$ cat config.mk
export PLATFORM = sky130hd
export DESIGN_NAME = mac_window_accum
export DESIGN_NICKNAME = d
export VERILOG_FILES = /design/src/rtl/mac_window_accum.sv
export SDC_FILE = /design/constraint.sdc
export NUM_CORES = 1
export LEC_CHECK = 0
export BUFFER_PORTS_ARGS = -buffer_cell sky130_fd_sc_hd__buf_4
export CAP_MARGIN = 20
export CORE_ASPECT_RATIO = 0.9
export CORE_MARGIN = 2
export CORE_UTILIZATION = 43
export CTS_CLUSTER_SIZE = 28
export DETAILED_ROUTE_END_ITERATION = 8
export GPL_TIMING_DRIVEN = 0
export PLACE_DENSITY = 0.66
export SKIP_LAST_GASP = 1
export SLEW_MARGIN = 0
export SYNTH_ARGS = -nofsm -noshare
export SYNTH_HDL_FRONTEND = slang
export SYNTH_SLANG_ARGS = --single-unit
$ cat constraint.sdc
create_clock -name clk -period 2.9 [get_ports clk]
set_input_delay 0.58 -clock clk [delete_from_list [all_inputs] [get_ports clk]]
set_output_delay 0.58 -clock clk [all_outputs]
set_load 0.03 [all_outputs]
$ cat src/rtl/mac_window_accum.sv
// mac_window_accum: sums 2**N_LOG2 accepted samples, presents sum/avg on a one-entry valid/ready register.
// Define MAC_ACC_ROUND_EN for round-half-up averaging; otherwise the average truncates.
module mac_window_accum #(
    parameter int DW     = 8,
    parameter int N_LOG2 = 3,
    parameter int AW     = DW + N_LOG2
) (
    input  logic          clk,
    input  logic          rst,
    input  logic          in_valid,
    input  logic [DW-1:0] in_data,
    output logic          in_ready,
    output logic          out_valid,
    input  logic          out_ready,
    output logic [AW-1:0] out_sum,
    output logic [DW-1:0] out_avg
);
    localparam logic [N_LOG2-1:0] CNT_LAST = '1;

    logic [AW-1:0]     r_acc;
    logic [N_LOG2-1:0] r_cnt;
    logic              r_out_valid;
    logic [AW-1:0]     r_out_sum;
    logic [DW-1:0]     r_out_avg;

    logic              w_accept;
    logic              w_emit;
    logic              w_close;
    logic [AW-1:0]     w_sum;
    logic [AW-1:0]     w_avg_src;

    assign w_sum = r_acc + AW'(in_data);

`ifdef MAC_ACC_ROUND_EN
    localparam logic [AW-1:0] HALF = AW'(1) << (N_LOG2 - 1);
    // WIN*(2^DW-1) + WIN/2 still fits in AW bits, so no carry is lost here.
    assign w_avg_src = w_sum + HALF;
`else
    assign w_avg_src = w_sum;
`endif

    // Only registered state: a close can never meet a still-pending result.
    assign in_ready = !(r_out_valid && (r_cnt == CNT_LAST));
    assign w_accept = in_valid && in_ready;
    assign w_emit   = r_out_valid && out_ready;
    assign w_close  = w_accept && (r_cnt == CNT_LAST);

    always_ff @(posedge clk) begin
        if (rst) begin
            r_acc       <= '0;
            r_cnt       <= '0;
            r_out_valid <= 1'b0;
            r_out_sum   <= '0;
            r_out_avg   <= '0;
        end else begin
            if (w_close) begin
                r_acc       <= '0;
                r_cnt       <= '0;
                r_out_sum   <= w_sum;
                r_out_avg   <= DW'(w_avg_src >> N_LOG2);
                r_out_valid <= 1'b1;
            end else begin
                if (w_accept) begin
                    r_acc <= w_sum;
                    r_cnt <= r_cnt + N_LOG2'(1);
                end
                if (w_emit) begin
                    r_out_valid <= 1'b0;
                end
            end
        end
    end

    assign out_valid = r_out_valid;
    assign out_sum   = r_out_sum;
    assign out_avg   = r_out_avg;

endmodule

==> impl_metrics.toml <==
[outcome]
status = "finished clean"

[clock_network]
cts.path.max_buffers = 2
cts_made_buffers = 3
cts_resized = 0
cts_tree = "built"
clock_latency_ps = 270
clock_sinks = 26
h-tree-depth = 1
root_buffer = "clkbuf_8"
post-cts-setup-buffers = 0
cts.reportedPaths.clkPinSlew_ps = 90
cts_hold_buf = 0

[hold_path]
hp-class = "flip-flop to flip-flop"
whs_endpoint = "r_acc[5]"
hold_path_startpoint = "r_acc[5]"
holdPathStages = 2

[cells_and_area]
drive_above_1_share_pct = 24.1
n_fill_cell = 304
fin_area_um2 = 1770
layout.area.seq_um2 = 520
syn2layout_area_growth_pct = 23.8
finalNetCount = 236
stdcell_count = 254
final_common_cell = "buf_4"
antenna_cells = 0
layout_common_cells = "buf_4, nand2_1, dfxtp_1"
multi_input_area_um2 = 810

[grt]
grt_pass1_wl_mm = 5.32
antenna_found_initial = 0
overflow = 0
grt_max_degree = 15
grt_pass1_vias = 1188
grt.total_usage_pct = 18.2

[placement]
dp_hpwl_mm = 2.58
dp_cells = 250
dp_slack_ps = 385
globalplace.congestion = 0.833
port_buffers = 31
dpl_cell_area_um2 = 1710

[logic_synthesis]
synthCells = 177
ys_seq_area_share_pct = 36.4
synth_fa_ha_area_share_pct = 10.2
synth_edf_count = 0
syn_area_um2 = 1430
yosys.cell_types.count = 35
synthArstFlopShare_pct = 0
synth_compound_area_share_pct = 19.1
syn_area_per_cell_um2 = 8.07
synth_flop_cell = "dfxtp_1"
ys_ff_latch = 26
synth_mux_area_share_pct = 0.788
synth-simple-area-share_pct = 21.7
synth_top_family_by_area = "simple AND/OR/NAND/NOR gates"
syn_nets = 200
yosysWarnings = 0
yosys.area_share.xor_xnor_pct = 4.90

[floorplanning]
die_h_um = 58.7
ios = 33
die_w_um = 64.8
die_area_um2 = 3800
core_um2 = 3110
rows = 19
start_util_pct = 45.9

[sta]
finalClockSkew_ps = 3.87
final-setup-viol-count = 0
fmax_mhz = 451
slew_headroom_pct = 67.4
period_minus_slack_ps = 2220
setup_tns_ps = 0
finalMaxSlewViolations = 0
setup_ws_ps = 681
fin_crit_sh_pct = 76.5
finalHoldViolCount = 0
tightest_slew_ps = 489
rsz0062_at_grt = "no"
holdWs_ps = 461

[worst_setup_path]
setup.worst_path.class = "input port to flip-flop"
arrival_ps = 2430
critPathMaxFanout = 5
rr_startpoint = "r_acc[0]"
critPathLaunchType = "input port"
reg2reg_depth = 8
cp.required_ps = 3110
r2r_setup_slack_ps = 720
end_kind = "flip-flop"
r2r-end = "r_acc[10]"

[run]
cap_violations = 0

[routing]
wire_per_inst_um = 12.8
drt_first_pass_iters = 4
wirelength_mm = 3.25
routed_via_density = 5.19
drtIter0Drc = 64
ant_nets = 0
vias = 1317
drc = 0

[power]
leakagePower_uw = 0.000772
ir_worst_vdd_mv = 0.336
powerDensity_nw_per_um2 = 453
[worst max path at each step]
stage	startpoint	to	slack [ps]	cells past startpoint
CTS	in_data[0]	out_sum[10]	680	9
detailed placement	in_data[0]	out_sum[10]	380	9
floorplan	in_data[0]	r_acc[10]	640	8
finish	in_data[0]	r_acc[10]	680	9
global placement	in_data[0]	r_acc[10]	450	9
global route	r_acc[0]	r_acc[10]	550	8
[stage by stage]
stage	power (µW)	utilization, %
floorplan	524	-
global placement	565	55.0
detailed placement	572	55.0
CTS	807	56.8
global route	844	56.8
finish	801	56.8
[power by group]
group / switching (µW) / internal (µW) / total, µW
Sequential: 10.9 / 374 / 385
Clock: 116 / 121 / 237
Combinational: 108 / 71.3 / 179
Total: 234 / 567 / 801
[cell type report]
type	instances	share of cell area [%]
multi-input combinational	133	45.8
clock buffer	4	3.11
sequential	26	29.4
timing repair buffer	31	13.2
inverter	3	0.636
buffer	15	4.95
tap	42	2.97
[critical path: stages]
cell	delay [ps]
buf_4	80
ha_1	190
inv_1	60
fa_1	390
nand2b_2	220
a211oi_4	270
o21ai_2	130
or3_1	350
a21oi_1	140
[state kept, by name, summed over array words and instances, names as in the netlist]
signal     flops
out_sum       11
r_acc         11
r_cnt          3
out_valid      1
[cells in the mapped netlist (3+ instances only)]
cell,count,share of area (%)
clkbuf_1,6,1.6
dfxtp_1,26,36
a21oi_1,23,8.1
o21ai_0,4,1.4
nor2_1,13,3.4
buf_4,8,4.2
inv_1,3,0.79
xor2_1,6,3.7
nand3_1,5,1.8
a211oi_1,5,2.6
nand2_1,38,10
ha_1,10,8.8
[cells by family (layout without fill, tap and decap cells)]
group | after synthesis | in the layout
flip-flops | 26 | 26
AO/OA/AOI/OAI | 43 | 43
adder cells (fa/ha/maj) | 11 | 11
XOR/XNOR | 8 | 8
multiplexers | 1 | 1
AND/OR/NAND/NOR | 70 | 70
buffers and inverters | 18 | 53
[routing by layer]
layer | up-vias | track usage (%) | wire, µm
met2 | 34 | 31.8 | 1670
met5 | - | 0 | 0
li1 | 666 | - | -
met4 | 0 | 4.86 | 27
met1 | 613 | 22.7 | 1390
met3 | 4 | 4.40 | 160
Note: power is estimated with default switching activity, not from simulation.
